<file path="src/rtl/imem_uart_loader.sv">
// Instruction-RAM loader: parses a UART byte-stream frame (MAGIC, COUNT, payload, CSUM),
// writes little-endian words into the RAM and holds the core in reset until a good load.
module imem_uart_loader #(
  parameter int          ADDR_W    = 10,
  parameter int          MAX_WORDS = 1024,
  parameter logic [7:0]  MAGIC     = 8'hA5
) (
  input  logic              clk,
  input  logic              rst_n,
  input  logic [7:0]        rx_data,
  input  logic              rx_valid,
  output logic              mem_we,
  output logic [ADDR_W-1:0] mem_addr,
  output logic [31:0]       mem_wdata,
  output logic              cpu_hold,
  output logic              load_done,
  output logic              load_err
);

  // state  | meaning
  // IDLE   | waiting for MAGIC after reset
  // CNT_LO | next byte is count[7:0]
  // CNT_HI | next byte is count[15:8]
  // DATA   | collecting payload bytes into words
  // CSUM   | next byte is the checksum
  // DONE   | image loaded, core released
  // ERR    | frame rejected, core held
  typedef enum logic [2:0] {IDLE, CNT_LO, CNT_HI, DATA, CSUM, DONE, ERR} state_t;

  state_t      state, state_nx;
  logic [15:0] count;
  logic [15:0] widx;
  logic [1:0]  bidx;
  logic [23:0] word_lo;
  logic [7:0]  csum;
  logic [15:0] count_rx;
  logic        magic_hit;
  logic        last_word;

  assign count_rx  = {rx_data, count[7:0]};
  assign magic_hit = rx_valid && (rx_data == MAGIC);
  assign last_word = (widx == (count - 16'd1));

  always_comb begin
    state_nx = state;
    if (rx_valid) begin
      case (state)
        IDLE, DONE, ERR: if (rx_data == MAGIC) state_nx = CNT_LO;
        CNT_LO:          state_nx = CNT_HI;
        CNT_HI: begin
          if (count_rx == 16'd0)                 state_nx = CSUM;
          else if (count_rx > 16'(MAX_WORDS))    state_nx = ERR;
          else                                   state_nx = DATA;
        end
        DATA:            if (bidx == 2'd3 && last_word) state_nx = CSUM;
        CSUM:            state_nx = (rx_data == csum) ? DONE : ERR;
        default:         state_nx = IDLE;
      endcase
    end
  end

  // hold rises combinationally on the reloading MAGIC strobe so the core never runs mid-reload
  always_comb begin
    cpu_hold  = (state != DONE) || magic_hit;
    load_done = (state == DONE);
    load_err  = (state == ERR);
  end

  always_ff @(posedge clk) begin
    if (!rst_n) begin
      state     <= IDLE;
      count     <= '0;
      widx      <= '0;
      bidx      <= '0;
      word_lo   <= '0;
      csum      <= '0;
      mem_we    <= 1'b0;
      mem_addr  <= '0;
      mem_wdata <= '0;
    end else begin
      state  <= state_nx;
      mem_we <= 1'b0;
      if (rx_valid) begin
        case (state)
          IDLE, DONE, ERR: begin
            if (rx_data == MAGIC) begin
              count <= '0;
              widx  <= '0;
              bidx  <= '0;
              csum  <= '0;
            end
          end
          CNT_LO: count[7:0]  <= rx_data;
          CNT_HI: count[15:8] <= rx_data;
          DATA: begin
            csum <= csum + rx_data;
            bidx <= bidx + 2'd1;
            case (bidx)
              2'd0: word_lo[7:0]   <= rx_data;
              2'd1: word_lo[15:8]  <= rx_data;
              2'd2: word_lo[23:16] <= rx_data;
              default: begin
                mem_we    <= 1'b1;
                mem_addr  <= widx[ADDR_W-1:0];
                mem_wdata <= {rx_data, word_lo};
                widx      <= widx + 16'd1;
              end
            endcase
          end
          default: ;
        endcase
      end
    end
  end

endmodule

</file>
<file path="config.mk">
export PLATFORM = sky130hd
export DESIGN_NAME = imem_uart_loader
export DESIGN_NICKNAME = d
export VERILOG_FILES = /design/src/rtl/imem_uart_loader.sv
export SDC_FILE = /design/constraint.sdc
export NUM_CORES = 1
export LEC_CHECK = 0
export ABC_AREA = 1
export CAP_MARGIN = 40
export CORE_UTILIZATION = 53
export CTS_BUF_LIST = sky130_fd_sc_hd__clkbuf_4
export CTS_CLUSTER_DIAMETER = 40
export DETAILED_ROUTE_END_ITERATION = 8
export HOLD_SLACK_MARGIN = 0.15
export MAX_ROUTING_LAYER = met4
export PLACE_DENSITY = 0.78
export SYNTH_ARGS = -nofsm -noshare
export SYNTH_HDL_FRONTEND = slang
export SYNTH_SLANG_ARGS = --single-unit
</file>
<file path="constraint.sdc">
create_clock -name clk -period 2.02 [get_ports clk]
set_clock_uncertainty 0.2 [all_clocks]
set_input_delay 0.404 -clock clk [delete_from_list [all_inputs] [get_ports clk]]
set_output_delay 0.404 -clock clk [all_outputs]
set_load 0.03 [all_outputs]
</file>
# ---- After elaboration in Yosys (flattened, before gate mapping)
# Cells that the tools add are included.
dict set report classes {
  n_addsub 4
  n_lt_le_gt_ge 1
  n_eq_ne 16
  mux 16
  n_bitwise 1
  reduce_logical 21
}
# op count
set ops {}
lappend ops {{$pmux 8 s2} 3}
lappend ops {{$mux 16} 2}
lappend ops {{$pmux 16 s2} 1}
lappend ops {{$reduce_and 3->1} 9}
lappend ops {{$add 16x1->16 const B} 1}
lappend ops {{$eq 16x16->1} 1}
lappend ops {{$gt 16x11->1 const B} 1}
lappend ops {{$logic_not 16->1} 1}
lappend ops {{$sub 16x1->16 const B} 1}
lappend ops {{$pmux 3 s5} 1}
lappend ops {{$mux 3} 4}
lappend ops {{$eq 3x3->1 const B} 3}
lappend ops {{$add 8x8->8} 1}
lappend ops {{$eq 8x8->1} 1}
lappend ops {{$eq 8x8->1 const B} 1}
lappend ops {{$mux 8} 1}
lappend ops {{$eq 3x2->1 const B} 2}
lappend ops {{$ne 2x2->1 const B} 3}
lappend ops {{$reduce_bool 2->1} 3}
lappend ops {{$reduce_or 3->1} 2}
lappend ops {{$eq 2x2->1 const B} 2}
lappend ops {{$mux 2} 2}
lappend ops {{$pmux 2 s2} 1}
lappend ops {{$reduce_and 4->1} 1}
lappend ops {{10 further kinds} 11}
dict set report word_totals {
  ff_bits 112
  inputBits 11
  output_inout_bits 46
  wordCells 71
}

# ---- Logic depth before layout (Yosys ltp)
dict set report depth {
  depth_word 5
  mapped_depth 17
  ltp_nobuf 17
}

# ---- Worst setup path before layout
# No wires, ideal clock.
dict set report synth_path {
  path_type {input to output}
  startpoint {input port rx_data[0]}
  endpoint {output port cpu_hold}
  arrival_ns 1.594
  required_time_ns 1.416
  slack_ns -0.178
  path_stages 4
  n_path_buf 0
  cell_sequence {inv_1 > nor4_4 > nand4_2 > o21ai_0}
}
dict set report synth_between {
  elab_chain_cells 3
}
# item line
set synth_lines {}
lappend synth_lines {{start, declared} 10} ;# input logic [7:0] rx_data,
lappend synth_lines {{$eq 8x8->1} 41} ;# assign magic_hit = rx_valid && (rx_data == MAGIC);
lappend synth_lines {{$logic_and 1x1->1} 41}
lappend synth_lines {{$logic_or 1x1->1} 64} ;# cpu_hold = (state != DONE) || magic_hit;
lappend synth_lines {{end, declared} 15} ;# output logic cpu_hold,
# Every way passes these cells.

# ---- Worst setup path after layout
dict set report layout_path {
  startpoint {register count[1]}
  endpoint {register state[0]}
}
dict set report layout_between {
  elab_chain_cells 5
  elab_cells_between_ends 10
  classes_between {add/sub: 1; order compare: 1; eq/ne: 2; mux: 3; reduce/logical: 3}
}
# item line
set layout_lines {}
lappend layout_lines {{start, declared} 31} ;# logic [15:0] count;
lappend layout_lines {{start signal, assigned} 93} ;# CNT_LO: count[7:0] <= rx_data;
lappend layout_lines {{$sub 16x1->16} 42} ;# assign last_word = (widx == (count - 16'd1));
lappend layout_lines {{$eq 16x16->1} 42}
lappend layout_lines {{$logic_and 1x1->1} 55} ;# DATA: if (bidx == 2'd3 && last_word) state_nx = CSUM;
lappend layout_lines {{$ne 2x2->1 (no line)} n/a}
lappend layout_lines {{$reduce_and 3->1 (no line)} n/a}
lappend layout_lines {{end signal, assigned} 81} ;# state <= state_nx;
lappend layout_lines {{end, declared} 30} ;# state_t state, state_nx;
# Parallel ways exist; a longest one is shown, timed or not.
# A chain may end at the register's enable or synchronous reset.

==> summary.md <==
| Metric | Value |
|---|---|
| Status | `complete, but fails checks` |
| Failing checks | `negative setup slack` |
| Clock power frac | `between 20% and 30%` |
| Clock slew at reported path FFs | `0.18 ns` |
| Ports | `57` |
| Synth area leaders | `dfxtp_1, nor2_1, nand2_1` |
| Total GRT Usage | `29.2%` |
| Post-DRT Antenna Nets | `0` |
| Worst EP arrival | `approximately 2.3 ns` |
| Worst EP required | `between 2 and 2.5 ns` |
| P per Cell Area | `699 nW/µm²` |
| Logic pwr share | `between 30% and 40%` |
| Cell internal pwr | `~3.5 mW` |
| Post-synth EDFFs | `0` |
| Starting DRT DRC Count | `369` |
| Hold Crit Class | `in2reg` |
| Die footprint | `about 11000 µm²` |
| R2R cell count | `13` |
| Place WS | `-0.601 ns` |
| Area of the mapped netlist | `around 5600 µm²` |
| Final wirelength | `approximately 17000 µm` |
| VDD IR max | `roughly 0.40 mV` |
| Detail Placement HPWL | `approximately 11000 µm` |
| Switching part of the total | `34.8%` |
| # diodes | `0` |
| Max-cap viol count | `0` |
| Reg power frac | `a little over two fifths` |
| Initial antenna violation count | `0` |
| Syn_nets | `794` |
| Fmax achieved | `approximately 470 MHz` |
| Setup-failing EPs final | `6` |
| Hold slack final | `0.186 ns` |
| Initial Utilization | `between 50% and 60%` |
| DR WL/cell | `around 16 µm` |
| Clk Latency, worst-skew pair | `roughly 0.50 ns` |
| Longest Clk Path Bufs | `2` |
| P&R area growth vs syn | `37.0%` |
| Worst Tran Pin Value | `0.418 ns` |
| Remaining global-route overflow | `0` |
| Ys async rst share | `0%` |
| Net Sw Power | `between 1.5 and 2 mW` |
| Pin count of the biggest net entering global routing | `40` |
| First-pass GRT wire length | `around 25000 µm` |
| Area leader, netlist | `dfxtp_1` |
| Yosys reg bits | `112` |
| Rel. slew slack | `between 70% and 80%` |
| RSZ-0062 raised after global routing | `yes` |
| DRC viols | `0` |
| Layout cells sized above 1 | `between 30% and 40%` |
| Clock buffer count from CTS | `9` |
| Die Y | `105 µm` |
| Final Max Tran Viols | `0` |
| DR vias | `approximately 6000` |
| H-Tree Depth | `3` |
| Vias in the first global route | `approximately 5400` |
| Post-synthesis cell type count | `50` |
| Synth Flop Type | `dfxtp_1` |
| Period utilization | `104%` |
| Syn Area/Cell | `around 7.3 µm²` |
| Post-synth top area share | `about 40%` |
| Worst-path fanout max | `4` |
| Gp weighted congestion | `just over 0.9` |
| Post-route setup TNS | `-0.363 ns` |
| Core Region | `around 10000 µm²` |
| Vias per cell | `5.48` |
| DRT Pass-1 Iters | `6` |
| Static Leak | `around 3.5 nW` |
| Crit path time final | `~2.1 ns` |
| WHS Path Cells | `4` |
| Die X | `approximately 110 µm` |
| Rows | `37` |
| Clk sinks | `about 110` |
| Net count, final | `950` |
| Critical path capture point type | `flip-flop` |
| IO Port Bufs | `56` |
| CTS tree | `built` |
| Crit Path Category | `reg2reg` |
| Startpoint types | `flip-flop` |
| Sequential area share after synthesis | `between 30% and 40%` |
| Setup ws final | `-0.0855 ns` |
| Syn Inst Count | `about 770` |
| Final Hold Vio Count | `0` |
| Yosys warning total | `0` |
| Root Buffer Master | `clkbuf_4` |
worst max-delay path, cell delays in order (launching register included):
cell and delay, ns:
dfxtp_2 0.37, inv_2 0.05, ha_4 0.26, nor2_1 0.04, nor2_1 0.07, nand3_1 0.09
a21oi_2 0.16, nand3_1 0.10, nor2_1 0.09, nand2_1 0.08, o21bai_2 0.18, nand2_2 0.11
o21bai_1 0.15, inv_1 0.05
final cells by class:
class                           count  area (µm²)
Sequential cell                   112        2270
Clock buffer                        9        67.6
Inverter                           64         278
Multi-Input combinational cell    562        3260
Timing Repair inverter              1        6.26
Tap cell                          136         170
Timing Repair Buffer              174        1550
Fill cell                         732        2610
Clock inverter                      7         111
through the flow:
| stage | utilization (%) | instances | total power, mW | cell area (µm²) |
|---|---|---|---|---|
| finish | 74.7 | 1065 | 5.39 | 7710 |
| global route | 74.7 | 1065 | 5.66 | 7710 |
| CTS | 69.1 | 1043 | 5.21 | 7140 |
| detailed placement | 66.7 | 1020 | 3.83 | 6890 |
| global placement | 66.7 | 1020 | 3.80 | 6890 |
| floorplan | - | 768 | 3.42 | 5630 |
synthesized netlist by cell type, types with 4 or more instances:
cell type	n
nor2_1	138
nand2_1	113
dfxtp_1	112
o21ai_0	81
a21oi_1	65
inv_1	53
nand3_1	40
xor2_1	18
nand2_2	15
clkbuf_1	14
ha_1	14
nor3_1	11
a21oi_2	10
nand3b_1	8
buf_4	7
inv_2	7
nand4_1	5
xnor2_1	5
a211oi_2	4
nor2_2	4
nor4_1	4
o22ai_1	4
flip-flops by register name, indices dropped and copies added, names as in the netlist:
register,count
csum,8
mem_wdata,32
mem_addr,10
widx,16
state,3
count,16
mem_we,1
bidx,2
word_lo,24
kinds of logic (layout without fill, tap and decap cells):
logic type	Yosys count	after routing	share of synthesized area, %
AO/OA/AOI/OAI	174	175	17.6
AND/OR/NAND/NOR	349	349	27.8
flip-flops	112	112	39.8
adder cells (fa/ha/maj)	15	15	3.47
buffers and inverters	95	255	7.78
XOR/XNOR	23	23	3.58
timing repair:
item | in CTS | in global routing
setup buffers | 5 | 20
gates resized for setup | 80 | 131
hold buffers | 0 | 1
setup endpoints to repair | 131 | 85
pin swaps | 11 | 44
gates cloned | 2 | 3
hold endpoints to repair | 0 | 1
placed cells by master, fill, tap and decap left out, types with 5 or more instances in the layout:
master	count
nor2_1	104
nand2_1	100
dfxtp_1	99
buf_4	96
o21ai_0	72
a21oi_1	59
inv_1	47
dlygate4sd2_1	45
nand3_1	38
nor2_2	30
nand2_2	23
xor2_1	18
a21oi_2	16
buf_6	14
nor2_4	11
ha_1	11
nor3_1	9
clkbuf_4	9
dfxtp_2	9
nand3b_1	8
o21ai_1	7
inv_2	6
nand2_4	6
buf_12	6
inv_4	5
clkinv_4	5
nand4_1	5
xnor2_1	5
final timing paths:
| check | startpoint | end | slack (ns) |
|---|---|---|---|
| worst max-delay path | count[1] | state[0] | -0.09 |
| worst min-delay path | rx_data[1] | count[1] | 0.19 |
| worst max register to register | count[1] | state[0] | -0.09 |
| worst min register to register | csum[6] | csum[6] | 0.28 |
power groups by stage:
| stage | Clock, mW | Combinational, mW | Sequential, mW |
|---|---|---|---|
| global placement | 0 | 1.40 | 2.40 |
| finish | 1.34 | 1.68 | 2.37 |
| global route | 1.43 | 1.85 | 2.38 |
| floorplan | 0 | 1.04 | 2.38 |
| detailed placement | 0 | 1.43 | 2.40 |
| CTS | 1.36 | 1.50 | 2.35 |
routing by layer:
metal | up-vias | global-route usage [%] | wire [µm]
li1 | 2846 | - | -
met1 | 2715 | 34.6 | 6850
met2 | 226 | 49.3 | 8140
met3 | 46 | 4.30 | 1050
met4 | 0 | 12.7 | 583
met5 | - | - | 0
(Power assumes the default switching activity.)
